### config.mk
export PLATFORM = sky130hd
export DESIGN_NAME = t5_hsch
export DESIGN_NICKNAME = d
export VERILOG_FILES = /design/src/rtl/t5_hsch_pkg.sv /design/src/rtl/t5_hsch_hfifo.sv /design/src/rtl/t5_hsch.sv
export SDC_FILE = /design/constraint.sdc
export NUM_CORES = 1
export LEC_CHECK = 0
export CAP_MARGIN = 20
export CORE_MARGIN = 3
export CORE_UTILIZATION = 45
export CTS_CLUSTER_SIZE = 16
export DETAILED_ROUTE_END_ITERATION = 10
export GPL_TIMING_DRIVEN = 0
export PLACE_DENSITY = 0.71
export SYNTH_ARGS = -nofsm -noshare
export SYNTH_HDL_FRONTEND = slang
export SYNTH_SLANG_ARGS = --single-unit
### constraint.sdc
create_clock -name sclk -period 7.6 [get_ports sclk]
set_clock_uncertainty 0.1 [all_clocks]
set_input_delay 1.52 -clock sclk [delete_from_list [all_inputs] [get_ports sclk]]
set_output_delay 1.52 -clock sclk [all_outputs]
set_load 0.01 [all_outputs]
### src/rtl/t5_hsch_pkg.sv
// t5_hsch_pkg: shared types and limits for the hart scheduler.
// Hart state encoding plus the legal NHART/HW range.
package t5_hsch_pkg;

    localparam int NHART_MIN = 2;
    localparam int NHART_MAX = 16;
    localparam int NHART_DEF = 4;
    localparam int HW_MAX    = $clog2(NHART_MAX);

    typedef enum logic [1:0] {
        H_IDLE = 2'd0,
        H_RUN  = 2'd1,
        H_WAIT = 2'd2
    } hstate_e;

    function automatic bit cfg_ok(int n, int hw, int xlen);
        return (n >= NHART_MIN) && (n <= NHART_MAX)
            && (hw == $clog2(n)) && (xlen >= hw);
    endfunction

endpackage

### src/rtl/t5_hsch_hfifo.sv
// t5_hfifo: in-order FIFO of hart indices for outstanding bus accesses.
// Pointers wrap modulo DEPTH; occupancy counter separates full/empty.
module t5_hfifo #(
    parameter int DEPTH = 4,
    parameter int DW    = 2
) (
    input  logic          clk_i,
    input  logic          rst_i,
    input  logic          push_i,
    input  logic [DW-1:0] wdata_i,
    input  logic          pop_i,
    output logic [DW-1:0] rdata_o,
    output logic          empty_o
);

    localparam int PW = $clog2(DEPTH);
    localparam logic [PW-1:0] LAST     = PW'(DEPTH - 1);
    localparam logic [PW:0]   CNT_FULL = (PW + 1)'(DEPTH);

    logic [DW-1:0] mem_q [DEPTH];
    logic [PW-1:0] wr_q, wr_d;
    logic [PW-1:0] rd_q, rd_d;
    logic [PW:0]   cnt_q, cnt_d;
    logic          full;
    logic          do_push;
    logic          do_pop;

    assign full    = (cnt_q == CNT_FULL);
    assign empty_o = (cnt_q == '0);
    assign do_pop  = pop_i && !empty_o;
    assign do_push = push_i && (!full || do_pop);
    assign rdata_o = mem_q[rd_q];

    // Advance pointers and occupancy; a pop on empty is dropped
    always_comb begin
        wr_d  = wr_q;
        rd_d  = rd_q;
        cnt_d = cnt_q;
        if (do_push) begin
            wr_d = (wr_q == LAST) ? '0 : wr_q + 1'b1;
        end
        if (do_pop) begin
            rd_d = (rd_q == LAST) ? '0 : rd_q + 1'b1;
        end
        unique case ({do_push, do_pop})
            2'b10:   cnt_d = cnt_q + 1'b1;
            2'b01:   cnt_d = cnt_q - 1'b1;
            default: cnt_d = cnt_q;
        endcase
    end

    // Pointer and occupancy registers
    always_ff @(posedge clk_i or posedge rst_i) begin
        if (rst_i) begin
            wr_q  <= '0;
            rd_q  <= '0;
            cnt_q <= '0;
        end else begin
            wr_q  <= wr_d;
            rd_q  <= rd_d;
            cnt_q <= cnt_d;
        end
    end

    // Storage needs no reset: occupancy alone defines validity
    always_ff @(posedge clk_i) begin
        if (do_push) begin
            mem_q[wr_q] <= wdata_i;
        end
    end

endmodule

### src/rtl/t5_hsch.sv
// t5_hsch: hart scheduler with round-robin fetch selection.
// Tracks IDLE/RUN/WAIT per hart and the order of outstanding accesses.
module t5_hsch
    import t5_hsch_pkg::*;
#(
    parameter int XLEN  = 32,
    parameter int NHART = NHART_DEF,
    parameter int HW    = $clog2(NHART)
) (
    input  logic             sclk,
    input  logic             srst,
    input  logic             sena,
    input  logic [NHART-1:0] hena,
    input  logic             xstb,
    input  logic [HW-1:0]    xhart,
    input  logic             dwb_ack,
    output logic [HW-1:0]    fhart,
    output logic             fvld,
    output logic [NHART-1:0] hwait,
    output logic             herr
);

    if (!cfg_ok(NHART, HW, XLEN)) begin : g_cfg_bad
        $error("t5_hsch: illegal XLEN/NHART/HW combination");
    end

    hstate_e       st_q [NHART];
    hstate_e       st_d [NHART];
    logic [HW-1:0] ptr_q, ptr_d;
    logic [HW-1:0] fhart_q, fhart_d;
    logic          fvld_q, fvld_d;
    logic          herr_q, herr_d;

    logic          x_run;
    logic          push_ok;
    logic          pop_ok;
    logic          q_empty;
    logic [HW-1:0] q_head;
    logic          sel_hit;
    logic [HW-1:0] sel_idx;

    // Is the issuing hart currently eligible to own a new access
    always_comb begin
        x_run = 1'b0;
        for (int i = 0; i < NHART; i++) begin
            if (xhart == HW'(i) && st_q[i] == H_RUN) begin
                x_run = 1'b1;
            end
        end
    end

    assign push_ok = xstb && x_run;
    assign pop_ok  = dwb_ack && !q_empty;

    t5_hfifo #(
        .DEPTH (NHART),
        .DW    (HW)
    ) u_fifo (
        .clk_i   (sclk),
        .rst_i   (srst),
        .push_i  (push_ok),
        .wdata_i (xhart),
        .pop_i   (dwb_ack),
        .rdata_o (q_head),
        .empty_o (q_empty)
    );

    // Hart state register
    always_ff @(posedge sclk or posedge srst) begin
        if (srst) begin
            for (int i = 0; i < NHART; i++) begin
                st_q[i] <= H_IDLE;
            end
        end else begin
            for (int i = 0; i < NHART; i++) begin
                st_q[i] <= st_d[i];
            end
        end
    end

    // Hart next state; WAIT only leaves on its own ack
    always_comb begin
        for (int i = 0; i < NHART; i++) begin
            st_d[i] = st_q[i];
            unique case (st_q[i])
                H_IDLE: begin
                    if (hena[i]) begin
                        st_d[i] = H_RUN;
                    end
                end
                H_RUN: begin
                    if (push_ok && xhart == HW'(i)) begin
                        st_d[i] = H_WAIT;
                    end else if (!hena[i]) begin
                        st_d[i] = H_IDLE;
                    end
                end
                H_WAIT: begin
                    if (pop_ok && q_head == HW'(i)) begin
                        st_d[i] = hena[i] ? H_RUN : H_IDLE;
                    end
                end
                default: st_d[i] = H_IDLE;
            endcase
        end
    end

    // Blocked flags decoded from registered state
    always_comb begin
        hwait = '0;
        for (int i = 0; i < NHART; i++) begin
            hwait[i] = (st_q[i] == H_WAIT);
        end
    end

    // Circular search for the first RUN hart after ptr
    always_comb begin
        int            idx;
        logic [HW-1:0] cand;
        sel_hit = 1'b0;
        sel_idx = ptr_q;
        idx     = 0;
        cand    = '0;
        for (int k = NHART; k >= 1; k--) begin
            idx = int'(ptr_q) + k;
            if (idx >= NHART) begin
                idx = idx - NHART;
            end
            cand = HW'(idx);
            if (st_q[cand] == H_RUN) begin
                sel_hit = 1'b1;
                sel_idx = cand;
            end
        end
    end

    // Selection outputs only move while the pipeline is enabled
    always_comb begin
        ptr_d   = ptr_q;
        fhart_d = fhart_q;
        fvld_d  = fvld_q;
        if (sena) begin
            fvld_d = sel_hit;
            if (sel_hit) begin
                ptr_d   = sel_idx;
                fhart_d = sel_idx;
            end
        end
    end

    // Sticky error on an ack with nothing outstanding or a stray issue
    always_comb begin
        herr_d = herr_q;
        if ((xstb && !x_run) || (dwb_ack && q_empty)) begin
            herr_d = 1'b1;
        end
    end

    // Selector and error registers
    always_ff @(posedge sclk or posedge srst) begin
        if (srst) begin
            ptr_q   <= HW'(NHART - 1);
            fhart_q <= '0;
            fvld_q  <= 1'b0;
            herr_q  <= 1'b0;
        end else begin
            ptr_q   <= ptr_d;
            fhart_q <= fhart_d;
            fvld_q  <= fvld_d;
            herr_q  <= herr_d;
        end
    end

    assign fhart = fhart_q;
    assign fvld  = fvld_q;
    assign herr  = herr_q;

endmodule

# == Word level (Yosys, flattened, before mapping) ==
# Memories as Yosys holds them, arrays and structs flattened.
# Cells that the tools add are included.
# totals
register_bits,21
mem_bits_rw,8
inputBits,11
out_inout_bits,8
wordCells,163
mem_count,1
# op_classes
n_addsub,12
n_lt_le_gt_ge,8
eq_ne,35
n_mux,57
n_bitwise,4
reduce_logical,35
# memory_table
memory,words,width,read_ports,rd_ports_with_merged_regs,write_ports,line,text
u_fifo.mem_q,4,2,1,0,1,t5_hsch_hfifo.sv:20,logic [DW-1:0] mem_q [DEPTH];
# op_table
op,n
2-bit two-way mux,34
2-bit case mux with 3 select lines,4
2-bit by 1-bit == test with 1-bit output (second input constant),11
2-bit == test (second input constant),11
3-bit greater-or-equal comparator (second input constant),7
1-bit logical AND,17
2-bit binary-select mux with 2-bit select,4
1-bit two-way mux,14
2-bit zero test,6
3-bit by 2-bit inequality test with 1-bit output (second input constant),4
2-bit inverter with 3-bit output,4
3-bit AND reduction,4
2-bit by 1-bit inequality test with 1-bit output (second input constant),4
2-bit inequality test (second input constant),4
2-bit by 1-bit subtractor with 2-bit output (second input constant),4
2-bit by 2-bit adder with 3-bit output (second input constant),2
3-bit case mux with 2 select lines,1
2-bit by 1-bit adder with 2-bit output (second input constant),2
2-bit by 3-bit adder with 4-bit output (second input constant),1
4-bit by 3-bit greater-or-equal comparator with 1-bit output (second input constant),1
2-bit by 1-bit adder with 3-bit output (second input constant),1
3-bit by 1-bit adder with 3-bit output (second input constant),1
3-bit == test (second input constant),1
1-bit zero test,3
5 further kinds,6

# == Depth between registers and ports, before layout ==
# Gate-level depths: netlist (run 1).
# depth
depth_word,13
ltp_mapped,11
ltp_nobuf,10

# == By module ==
# Synthesis (run 1) repeated with hierarchy kept, for this count alone.
# hier_totals
hier_cells,148
hier_area_um2,1665.3
# by_module_without_submodules
mod,instances,cells_per_inst,area_per_inst_um2,seq_area_each_um2
t5_hfifo,1,65,837.1,415.4
t5_hsch,1,83,828.3,352.8

# == Least setup slack after synthesis (run 1) ==
# No wires, ideal clock.
# synth_path
kind,in2reg
start,in xhart[1]
end,reg u_fifo.cnt_q[2]
setup_time_ns,0.079
arrival_ns,3.291
required_time_ns,7.421
setup_slack_ns,4.130
stages,10
path_buffers,1
cell_sequence,mux4_2 -> and3_1 -> buf_6 -> inv_1 -> ha_1 -> inv_1 -> fa_1 -> xor2_1 -> nor2_1 -> xor2_1
# synth_between
elab_chain_cells,10
word_cells_on_any_way,18
classes_between,5 x eq/ne; 5 x mux; 8 x reduce/logical
# synth_rtl
item,line,text
start: declaration,t5_hsch.sv:15,"input logic [HW-1:0] xhart,"
2-bit zero test,t5_hsch.sv:46,if (xhart == HW'(i) && st_q[i] == H_RUN) begin
1-bit logical AND,t5_hsch.sv:46,
1-bit two-way mux (3 in a row),t5_hsch.sv:46,
1-bit two-way mux *,t5_hsch.sv:46,
1-bit logical AND *,t5_hsch.sv:52,assign push_ok = xstb && x_run;
1-bit logical AND *,t5_hsch_hfifo.sv:31,assign do_push = push_i && (!full || do_pop);
2-bit by 1-bit == test with 1-bit output or 2-bit == test (tied branches),t5_hsch_hfifo.sv:45,"unique case ({do_push, do_pop})"
3-bit case mux with 2 select lines or 2-bit nonzero test (tied branches),n/a,
end signal: assignment,t5_hsch_hfifo.sv:61,cnt_q <= cnt_d;
end: declaration,t5_hsch_hfifo.sv:23,"logic [PW:0] cnt_q, cnt_d;"
# Mark *: on every way between the ends. The rest lies on a longest branch, timed or not.
# A chain may end at the register's enable or synchronous reset.

# == Final worst setup path (run 1) ==
# Same ends and word-level chain as after synthesis.

==> results of run 1 <==
==> flip-flops by register name, summed over array words and instances (netlist names), 2 cells and up <==
name,flops
st_q,8
u_fifo.mem_q,8
u_fifo.cnt_q,3
fhart,2
ptr_q,2
u_fifo.rd_q,2
u_fifo.wr_q,2
==> cell families (layout without fill, tap and decap cells) <==
| kind of cell | Yosys count | after routing | share of synthesized area (%) |
|---|---|---|---|
| buffers and inverters | 13 | 39 | 3.70 |
| flip-flops | 29 | 29 | 50.5 |
| adder cells (fa/ha/maj) | 7 | 7 | 6.26 |
| AO/OA/AOI/OAI | 31 | 31 | 14.2 |
| multiplexers | 7 | 7 | 7.82 |
| AND/OR/NAND/NOR | 41 | 41 | 15.8 |
| XOR/XNOR | 3 | 3 | 1.73 |
==> synth_stat cells, drive strengths merged (3+ instances only) <==
master | n | area share (%)
and2 | 4 | 1.6
nand2b | 3 | 1.2
o21ai | 4 | 1.3
nor2 | 4 | 0.99
edfxtp | 8 | 16
mux4 | 3 | 4.4
inv | 12 | 3.0
a31oi | 6 | 2.5
nor2b | 8 | 3.8
o21a | 4 | 2.0
mux2 | 3 | 2.7
dfrtp | 19 | 31
a21oi | 4 | 1.3
nand2 | 7 | 1.7
ha | 6 | 4.9
nor3 | 4 | 1.3
a21o | 3 | 1.5
==> layer usage <==
metal	global-route usage [%]	part of all wire [%]	vias up
met2	23.7	45	30
met4	7.65	3.4	0
met3	6.85	5.2	10
li1	-	-	529
met5	0	0	-
met1	21.4	47	516
==> worst max-delay path, cell delays in order <==
cell and delay [ns]:
clkdlybuf4s50_1 0.71, mux4_2 0.58, and3_1 0.19, buf_6 0.13, inv_1 0.05, ha_1 0.18
inv_1 0.06, fa_1 0.37, xor2_1 0.15, nor2_1 0.12, xor2_1 0.16
==> how the worst max path moves through the flow <==
stage	start	end	slack (ns)	depth (start not counted)
floorplan	xhart[1]	u_fifo.cnt_q[2]	4.13	10
global placement	xhart[1]	u_fifo.cnt_q[2]	3.25	11
detailed placement	xhart[1]	u_fifo.cnt_q[2]	3.20	11
CTS	xhart[1]	u_fifo.cnt_q[2]	3.52	11
global route	xhart[1]	u_fifo.cnt_q[2]	3.39	11
finish	xhart[1]	u_fifo.cnt_q[2]	3.53	11
==> layout make-up <==
class	instances	area (µm²)	area share, %
multi-input combinational	89	696	38.3
inverter	12	45.0	2.48
buffer	1	11.3	0.621
tap	44	55.1	3.03
clock buffer	8	58.8	3.24
timing repair buffer	18	180	9.93
sequential	29	768	42.3
==> power by group through the flow <==
stage          registers, µW  clock network (µW)  logic (µW)
2_1_floorplan            240                   0         139
3_3_place_gp             243                   0         184
3_5_place_dp             246                   0         192
4_1_cts                  243                99.4         193
5_1_grt                  251                 111         220
6_report                 243                97.8         191
==> stage by stage <==
step / cells / worst slack (ns) / power [µW] / instance area (µm²) / hold slack [ns]
CTS: 201 / 3.52 / 535 / 1810 / 0.400
floorplan: 131 / 4.13 / 379 / 1520 / 0.378
detailed placement: 193 / 3.20 / 438 / 1760 / 0.379
global route: 201 / 3.39 / 581 / 1810 / 0.417
finish: 201 / 3.53 / 531 / 1810 / 0.396
global placement: 193 / 3.25 / 427 / 1760 / 0.362
==> run metrics, run 1 <==
status finished clean; R2R setup slack around 5 ns; Final Core Density between 50% and 60%; Rel. slew slack approximately 46%; total die area 4110 µm²; Initial Util roughly half; Post-CTS Setup Inserts 0; total gr overflow 0; Ys Warns 0; crit path kind primary input to flip-flop; Clock transition at path regs 0.09 ns; Slew @ Worst Pin 0.810 ns; Area Overhead vs Synth 19.3%; GPL Wtd Cong 0.792; WL final 2860 µm; core area 3130 µm²; most frequent cells in the layout dfrtp_1 (19), clkdlybuf4s50_1 (18), inv_1 (12), edfxtp_1 (8); hold worst-path end fvld; # rows 20; ys flop type dfrtp_1; maximum clock frequency ~0.25 GHz; Crit. End Element flip-flop; max-cap viol count 0; NumNets Final 174; required time worst endpoint 7.74 ns; Avg Inst Size Synth 11.6 µm²; RSZ-0062 raised after global routing false; HP Class flip-flop to flip-flop; final worst path period need 4.07 ns; layout cell share with drive strength beyond 1 10.8%; vias in the first global route approximately 1100; ys async rst share approximately 72%; Critical Path AT 4.22 ns; post-CTS resize count 0; initial antenna violation count 0; fin crit share 53.6%; Die Span Y around 64 µm; Port Buffer Count 18; Comb pwr share 35.9%; H-tree Lvls 2; Net Count, Synth between 100 and 150; Worst Reg-to-Reg Cells 11; part of the power in registers a little under half; cells after synthesis 131; # fillers 261; first-pass GRT wire length between 5000 and 6000 µm; Skew-Pair Late Insertion Delay 0.33 ns; Int Power 350 µW; final-report max-slew violation count 0; Ports 19; #FFs+latches synth 29; Leak 0.000777 µW; Final ANT Viol Nets 0; Final Setup Violations 0; CTS tree built; Sw Share 34.2%; drt wl/cell 14.2 µm; Hold Path Origin fvld; CTS max path bufs 2; crit start category primary input; via/cell ratio 5.40; CTS Hold Bufs 0; Post-synth EDFFs 8; n_diodes 0; Final HPWL DP roughly 2200 µm; maximum vdd drop 0.000146 V; TNS Setup 0 ns; routed vias 1085; Detailed Route Iter0 Violations 48; CTS Root Cell clkbuf_4; cts bufs inserted 5; pin count of the biggest net entering global routing 22; Critical R2R Capture u_fifo.cnt_q[2]; drc violations 0; Total GRT Usage roughly 16%; CTS Sinks 29; net switching power 181 µW; most common cell after layout, fill and taps aside dfrtp_1; FF-to-FF Start st_q[2]; WHS Path Cells 1; Die Wd approximately 64 µm; First-pass DRT Iterations 4; PD cells 293 nW/µm²; Max FO, Critical Path 11; final hold violations 0; Yosys cell types between 40 and 50; synthesized area between 1500 and 2000 µm²; sequential fraction of the synthesis area 50.5%; Clk pwr share 18.4%
Note: power is estimated with default switching activity, not from simulation.
==> run 2, diff against run 1 <==
- clock period: 7.6 -> 4.2 ns (I/O delays scaled with it)
==> results of run 2 <==
Same layout as run 1 (identical final DEF). Status: finished clean.
Among the figures that moved: setup slack after placement 3.20 ns -> 0.476 ns; setup slack after layout 3.53 ns -> 0.807 ns; register-to-register setup slack 4.89 ns -> 1.49 ns; total power 531 µW -> 961 µW; worst IR drop on VDD 0.000146 V -> 0.000264 V
==> run 3, diff against run 2 <==
- PLACE_DENSITY: 0.71 -> 0.73
- clock period: 4.2 -> 3.1 ns (I/O delays scaled with it)
==> run metrics, run 3 (synthesized netlist as in run 1, its figures left out) <==
status finished clean (unchanged); Post-CTS Setup Inserts 0 (unchanged); Crit. End Element flip-flop (unchanged); GPL Wtd Cong 0.812 (was 0.792); crit-path cells dlygate4sd2_1 > mux4_2 > and3_1 > buf_6 > inv_1 > ha_1 > inv_1 > fa_1 > xor2_1 > nor2_1 > xor2_1 (was clkdlybuf4s50_1 > mux4_2 > and3_1 > buf_6 > inv_1 > ha_1 > inv_1 > fa_1 > xor2_1 > nor2_1 > xor2_1); Fin Hold WS 0.389 ns (was 0.396 ns); CTS max path bufs 2 (unchanged); Top Registers st_q x8, u_fifo.mem_q x8, u_fifo.cnt_q x3 (unchanged); Final ANT Viol Nets 0 (unchanged); Final HPWL DP 2190 µm (was 2170 µm); critical path's slowest cell mux4_2 (was clkdlybuf4s50_1); post-CTS resize count 1 (was 0); drt wl/cell 14.3 µm (was 14.2 µm); final-report max-slew violation count 0 (unchanged); Port Buffer Count 18 (unchanged); GR Util met3 5.62% (was 6.85%); fin crit share between 90% and 100%; met1 Use GR 19.9% (was 21.4%); PD cells 709 nW/µm² (was 530 nW/µm²); # fillers 281 (was 261); CTS Hold Bufs 0 (unchanged); routed vias 1067 (was 1085); busiest grt layer met2 (unchanged); most common cell after layout, fill and taps aside dfrtp_1 (unchanged); Crit path max-delay family buffers and inverters (unchanged); Die Wd 64.1 µm (unchanged); maximum clock frequency 0.346 GHz; crit path kind primary input to flip-flop (unchanged); n_diodes 0 (unchanged); Rel. slew slack 47.0% (was 46.0%); met2 Use GR 26.8% (was 23.7%); Clock transition at path regs 0.08 ns (was 0.09 ns); # rows 20 (unchanged); Non-Filler Instances 201 (unchanged); maximum vdd drop 0.000340 V (was 0.000264 V); First-pass DRT Iterations 4 (unchanged); most frequent cells in the layout dfrtp_1 (19), clkdlybuf4s50_1 (16), inv_1 (12), edfxtp_1 (8) (was dfrtp_1 (19), clkdlybuf4s50_1 (18), inv_1 (12), edfxtp_1 (8)); Initial Util 48.6% (unchanged); drc violations 0 (unchanged); placed cell areas 1760 µm² (unchanged); final worst path period need 2.89 ns; first-pass GRT wire length 5200 µm (was 5110 µm); cts bufs inserted 5 (unchanged); Crit path largest cell delay 0.58 ns (was 0.71 ns); Slew @ Worst Pin 0.794 ns (was 0.810 ns); NumNets Final 174 (unchanged); CP bufs+invs 4 (unchanged); CTS Root Cell clkbuf_4 (unchanged); RSZ-0062 raised after global routing false (unchanged); via/cell ratio 5.31 (was 5.40); Critical Path AT 3.03 ns (was 3.54 ns); pin count of the biggest net entering global routing 22 (unchanged); H-tree Lvls 2 (unchanged); CTS tree built (unchanged); total gr overflow 0 (unchanged); Max FO, Critical Path 11 (unchanged); Skew-Pair Late Insertion Delay 0.33 ns (about the same); required time worst endpoint 3.25 ns (was 4.34 ns); initial antenna violation count 0 (unchanged); Total GRT Usage 16.5% (was 16.4%); layout cell share with drive strength beyond 1 11.5% (was 10.8%); number of instances in the placed design 193 (unchanged); Die Span Y 64.1 µm (unchanged); Final Setup Violations 0 (unchanged); Finished Cell Area 1810 µm² (about the same); Area Overhead vs Synth 18.9% (was 19.3%); Ports 19 (unchanged); CTS Sinks 29 (unchanged); total die area 4110 µm² (unchanged); vias in the first global route 1154 (was 1108); WL final 2870 µm (was 2860 µm); final hold violations 0 (unchanged); crit start category primary input (unchanged); Leak 0.000787 µW (was 0.000777 µW); HP Class flip-flop to flip-flop (unchanged); max-cap viol count 0 (unchanged); core area 3130 µm² (unchanged); Detailed Route Iter0 Violations 30 (was 48)
run 3: cell count changes in the layout (fill, tap and decap cells not counted):
cell / change
clkdlybuf4s50_1: -2
clkbuf_1: -1
dlymetal6s2s_1: +1
clkbuf_8: -1
dlygate4sd2_1: +1
clkinv_2: +2
run 3: path summary, 6_finish.rpt:
check | end | cells after the start | slack [ns] | start
min in group asynchronous | st_q[1] | 2 | 0.62 | srst
worst min-delay path | fvld | 1 | 0.39 | fvld
worst max-delay path | u_fifo.cnt_q[2] | 11 | 0.21 | xhart[1]
worst max register to register | u_fifo.cnt_q[2] | 11 | 0.40 | st_q[2]
max in group asynchronous | fhart[1] | 2 | 1.77 | srst
worst min register to register | fvld | 1 | 0.39 | fvld
run 3: area by class of cell:
type	instances	area (µm²)	area share [%]
multi-input combinational	89	696	38.5
sequential	29	768	42.5
buffer	1	11.3	0.623
timing repair buffer	18	181	10.0
clock inverter	2	10.0	0.554
inverter	12	45.0	2.49
clock buffer	6	41.3	2.28
tap	44	55.1	3.04
run 3: routing by layer:
layer,vias up,share of wire (%),routed length [µm]
met5,-,0,0
met4,0,2.4,69
met3,7,4.3,122
met2,18,47,1350
met1,518,46,1330
li1,524,-,-
run 3: stage by stage:
step,TNS (ns),util (%),worst slack (ns),total power (µW)
final,0,57.8,0.213,1280
after floorplan,0,-,0.530,930
after global placement,-0.502,56.1,-0.353,1050
after detailed placement,-0.611,56.1,-0.408,1080
after CTS,0,57.7,0.137,1300
after global routing,0,57.8,0.0161,1400
run 3: report_power, final:
group,internal [µW],switching [µW]
clock,86.1,132
sequential,501,96.2
combinational,244,223
total,832,451
==> RTL edit 1: new RTL, settings of run 2 <==
Register the output `herr` once more, cleared by the reset; this adds one clock of latency there. The other outputs are not delayed to match.
--- a/src/rtl/t5_hsch.sv
+++ b/src/rtl/t5_hsch.sv
@@ -174,5 +174,11 @@
     assign fhart = fhart_q;
     assign fvld  = fvld_q;
-    assign herr  = herr_q;
+    always_ff @(posedge sclk or posedge srst) begin
+        if (srst) begin
+            herr <= '0;
+        end else begin
+            herr <= herr_q;
+        end
+    end
 
 endmodule
Behaviour: not the same (Yosys sat finds a counterexample within 4 cycles, from zero or initial values and one cycle with srst high).
==> RTL edit 1 against run 2 <==
Sequential cell count increased by 1. Setup slack improved by 0.12 ns. Power increased by 11%. Global-route usage decreased by 0.055 points. Wire length decreased by 1.2%. Critical path type unchanged. Critical endpoint unchanged. Area after synthesis increased by 0.99%. Hold slack got worse by 0.11 ns. Design area increased by 0.35%.
==> RTL edit 1: results (changes against run 2) <==
[power_and_ir_drop] PwrDens 584.1 nW/um^2 [was 529.6 nW/um^2]
[power_and_ir_drop] Pleak 0.7498 nW [was 0.7772 nW]
[synth] number of distinct library cells after synthesis 37 [was 43]
[synth] Adder-Cell Fraction of Synth Area 6.194% [was 6.255%]
[place] worst-case setup slack after placement 0.5548 ns [was 0.4761 ns]
[clock_network] deepest level of the CTS H-tree 2 [unchanged]
[power_and_ir_drop] Peak supply drop 0.0002656 V [was 0.0002635 V]
[synth] share of synthesized area occupied by flip-flops and latches 51.67% [was 50.53%]
[place] Final Wtd Congestion 0.7632 [was 0.7917]
[status] status complete, no violations [unchanged]
[final_layout] count of fill cells added during filler insertion 286 [was 261]
[power_and_ir_drop] combinational-cell power consumption 0.000423 W [was 0.000345 W]
[timing] total negative setup slack 0 ns [unchanged]
[drt] final routed wire length divided by cell count 14.07 um [was 14.24 um]
[power_and_ir_drop] net switching fraction of the power 35.50% [was 34.15%]
[grt] global-route wire length before repair 5.085 mm [was 5.112 mm]
[synth] ys async rst share 73.33% [was 72.41%]
[drt] post-detailed-route via-to-cell ratio 5.333 [was 5.398]
[synth] xor/xnor share of the synthesized area 1.711% [was 1.728%]
[timing] Relative slew margins 41.55% [was 45.97%]
[drt] number of design-rule violations left by the first detailed-router iteration 50 [was 48]
[grt] number of global-route vias before repair 1147 [was 1108]
[synth] post-synthesis compound-gate area fraction 11.98% [was 14.16%]
[power_and_ir_drop] Clk power 0.000161 W [was 0.000177 W]
[place] half-perimeter wire length of the detailed placement result 2.132 mm [was 2.173 mm]
[final_layout] layout cell share with drive strength beyond 1 12.10% [was 10.83%]
[setup_path] arrival time of data at the critical path endpoint 3.45 ns [was 3.54 ns]
[grt] pin count of the biggest net entering global routing 23 [was 22]
[clock_network] number of clock sinks seen by CTS 30 [was 29]
[setup_path] Slowest Stage Delay on Critical Path 0.67 ns [was 0.71 ns]
[grt] GRT Util Overall 16.39% [was 16.45%]
[synth] mux share of post-synthesis cell area 9.209% [was 7.819%]
==> RTL edit 1: changes by cell type in the layout (fill, tap and decap cells not counted), moves of 3 or more <==
cell                              run 2  this run
sky130_fd_sc_hd__nand2_1              7         4
sky130_fd_sc_hd__nor2_1               4         9
sky130_fd_sc_hd__a31oi_1              6         3
sky130_fd_sc_hd__nor3b_1              1         4
sky130_fd_sc_hd__o21a_1               4         7
sky130_fd_sc_hd__a211oi_1             0         3
==> RTL edit 1: path summary, 6_finish.rpt <==
path	from	cells after the start	slack (ns)	to
setup / recovery	xhart[1]	11	0.93	u_fifo.cnt_q[2]$_DFFE_PP0P_
hold / removal	herr_q$_DFFE_PP0P_	0	0.29	herr$_DFF_PP0_
setup reg to reg	st_q[4]$_DFFE_PP0P_	11	1.56	u_fifo.cnt_q[2]$_DFFE_PP0P_
hold reg to reg	herr_q$_DFFE_PP0P_	0	0.29	herr$_DFF_PP0_
max in group asynchronous	srst	2	2.58	fhart[1]$_DFFE_PP0P_
min in group asynchronous	srst	2	0.87	u_fifo.cnt_q[2]$_DFFE_PP0P_
==> RTL edit 1: cell type report <==
type                       instances  area share [%]
sequential                        30           43.57
buffer                             1          0.6186
inverter                          11           2.268
clock buffer                       6           2.268
multi-input combinational         89           37.87
tap                               44           3.024
clock inverter                     2          0.4811
timing repair buffer              18           9.897
==> RTL edit 1: per-stage QoR <==
step,util [%],instances,area (sq um)
after floorplan,-,131,1535
after global placement,56.15,193,1770
after detailed placement,56.15,193,1770
after CTS,57.74,201,1821
after global routing,57.74,201,1821
final,57.74,201,1821
==> RTL edit 1: routing by layer <==
metal  wire [um]  up-vias  global-route usage [%]
li1            -      517                       -
met1        1255      528                   20.00
met2        1368       17                   25.90
met3         106       10                   4.679
met4          98        0                   9.499
met5           0        -                       0
==> RTL edit 2: new RTL, config.mk and constraints of run 2 <==
Made on the original files. `NHART_DEF`: 4 -> 2.
--- a/src/rtl/t5_hsch_pkg.sv
+++ b/src/rtl/t5_hsch_pkg.sv
@@ -5,5 +5,5 @@
     localparam int NHART_MIN = 2;
     localparam int NHART_MAX = 16;
-    localparam int NHART_DEF = 4;
+    localparam int NHART_DEF = 2;
     localparam int HW_MAX    = $clog2(NHART_MAX);
 
Ports: changed (resized fhart, hena, hwait and xhart); port bits go from 19 to 13. The function was not compared with the original's and may differ.
==> RTL edit 2 against run 2 <==
Setup slack better by 0.95 ns. Power decreased by 57%. Design area is 50% lower. Sequential share of layout area is 2.5 points lower. Hold slack got worse by 0.0089 ns. Count of clock-buffer cells in the layout shrank 4. Wire length fell by 53%. Largest power group unchanged. Highest routed layer unchanged. Sequential power decreased by 53%. Area after synthesis decreased by 51%. Sequential cell count shrank 15.
==> RTL edit 2: results (changes against run 2) <==
[status] status complete, no violations [unchanged]
[grt] pin count of the biggest net entering global routing 13 [was 22]
[clock_network] clock network latency to the later pin of the worst-skew pair 0.27 ns [was 0.33 ns]
[grt] global routing met3 resource utilization 3.516% [was 6.854%]
[drt] total number of vias 558 [was 1085]
[place] half-perimeter wire length of the detailed placement result 1.038 mm [was 2.173 mm]
[final_layout] net count of the finished layout 94 [was 174]
[synth] most numerous cell types in the synthesized netlist sky130_fd_sc_hd__dfrtp_1 (11), sky130_fd_sc_hd__nand2_1 (7), sky130_fd_sc_hd__inv_1 (4), sky130_fd_sc_hd__nor2_1 (4) [was sky130_fd_sc_hd__dfrtp_1 (19), sky130_fd_sc_hd__inv_1 (12), sky130_fd_sc_hd__edfxtp_1 (8)]
[power_and_ir_drop] Peak supply drop 0.0002152 V [was 0.0002635 V]
[grt] number of global-route vias before repair 519 [was 1108]
[place] Final Wtd Congestion 0.7223 [was 0.7917]
[synth] number of distinct library cells after synthesis 32 [was 43]
[place] Placed Area 882.1 sq um [was 1755 sq um]
[clock_network] deepest level of the CTS H-tree 1 [was 2]
[synth] number of flops mapped to enable cells by yosys 2 [was 8]
[final_layout] biggest regs st_q x4, u_fifo.cnt_q x2, u_fifo.mem_q x2 [was st_q x8, u_fifo.mem_q x8, u_fifo.cnt_q x3]
[final_layout] count of fill cells added during filler insertion 137 [was 261]
[drt] routed wire length 1.346 mm [was 2.862 mm]
[drt] number of design-rule violations left by the first detailed-router iteration 4 [was 48]
[grt] met1 routing resource usage after global routing 21.88% [was 21.40%]
[hold_path] Hold Startpoint herr$_DFFE_PP0P_ [was fvld$_DFFE_PP0P_]
[grt] global-route wire length before repair 2.332 mm [was 5.112 mm]
[setup_path] launch instance of the worst register-to-register path st_q[3]$_DFFE_PP0P_ [was st_q[2]$_DFFE_PP0P_]
[final_layout] layout cell share with drive strength beyond 1 11.76% [was 10.83%]
[setup_path] Slowest Stage Delay on Critical Path 0.53 ns [was 0.71 ns]
[grt] met2 GRT Util 21.70% [was 23.74%]
[clock_network] number of buffers created by CTS 3 [was 5]
[synth] cell types with the largest area share after synthesis sky130_fd_sc_hd__dfrtp_1 (37%), sky130_fd_sc_hd__edfxtp_1 (8.1%), sky130_fd_sc_hd__dfstp_2 (3.5%), sky130_fd_sc_hd__nand2_1 (3.5%), sky130_fd_sc_hd__nand4b_4 (3.2%) [was sky130_fd_sc_hd__dfrtp_1 (31%), sky130_fd_sc_hd__edfxtp_1 (16%), sky130_fd_sc_hd__ha_1 (4.9%), sky130_fd_sc_hd__mux4_2 (4.4%), sky130_fd_sc_hd__dfstp_2 (3.5%)]
[timing] Relative slew margins 69.49% [was 45.97%]
[place] worst-case setup slack after placement 1.602 ns [was 0.4761 ns]
[setup_path] largest driver fanout on the critical path 6 [was 11]
-- RTL edit 2: cell types whose count changed after synthesis, moves of 3 or more --
cell / change
sky130_fd_sc_hd__a31oi_1: -4
sky130_fd_sc_hd__mux4_2: -3
sky130_fd_sc_hd__dfrtp_1: -8
sky130_fd_sc_hd__nor2b_1: -5
sky130_fd_sc_hd__inv_1: -8
sky130_fd_sc_hd__ha_1: -6
sky130_fd_sc_hd__a21o_1: -3
sky130_fd_sc_hd__edfxtp_1: -6
-- RTL edit 2: layer usage --
metal | vias to the layer above | routed length, um
met5 | - | 0
met2 | 10 | 639
met1 | 262 | 631
met3 | 2 | 66
li1 | 284 | -
met4 | 0 | 9
-- RTL edit 2: worst paths after layout --
path	slack, ns	endpoint	cells past startpoint
setup / recovery	1.76	hwait[1]	2
min in group asynchronous	0.77	u_fifo.rd_q$_DFFE_PP0P_	2
hold / removal	0.39	herr$_DFFE_PP0P_	1
setup reg to reg	2.65	u_fifo.mem_q[0]$_DFFE_PP_	3
hold reg to reg	0.39	herr$_DFFE_PP0P_	1
max in group asynchronous	2.88	ptr_q$_DFFE_PP1P_	2
-- RTL edit 2: kinds of logic (layout without fill, tap and decap cells) --
| family | after synthesis | after routing | synth area share (%) |
|---|---|---|---|
| flip-flops | 14 | 14 | 48.74 |
| multiplexers | 3 | 3 | 4.216 |
| buffers and inverters | 4 | 20 | 2.023 |
| XOR/XNOR | 2 | 2 | 2.361 |
| AND/OR/NAND/NOR | 29 | 29 | 26.64 |
| AO/OA/AOI/OAI | 17 | 17 | 16.02 |
-- RTL edit 2: layout make-up --
type	instances	share of cell area (%)
Multi-Input combinational cell	51	40.22
Clock buffer	4	2.893
Timing Repair Buffer	12	13.22
Tap cell	16	2.204
Inverter	4	1.653
Sequential cell	14	39.81
-- RTL edit 2: power by group --
part	total (W)	leakage (nW)	internal, W	switching [W]
Clock	0.0000765	0.0150	0.0000367	0.0000398
Sequential	0.000207	0.161	0.000175	0.0000323
Combinational	0.000125	0.214	0.0000726	0.0000527
Total	0.000409	0.391	0.000284	0.000125
-- RTL edit 2: per-stage QoR --
stage | util (%) | power (W) | std cells
6_report | 59.61 | 0.0004088 | 101
5_1_grt | 59.61 | 0.0004434 | 101
4_1_cts | 59.61 | 0.0004146 | 101
3_5_place_dp | 57.88 | 0.0003371 | 97
3_3_place_gp | 57.88 | 0.0003319 | 97
2_1_floorplan | - | 0.0002872 | 69
-- RTL edit 2: worst max-delay path, delay by kind of cell (launching register included) --
| family | cells | cell delay [ns] |
|---|---|---|
| flops | 1 | 0.46 |
| buf+inv | 1 | 0.53 |
| simple gates | 1 | 0.24 |
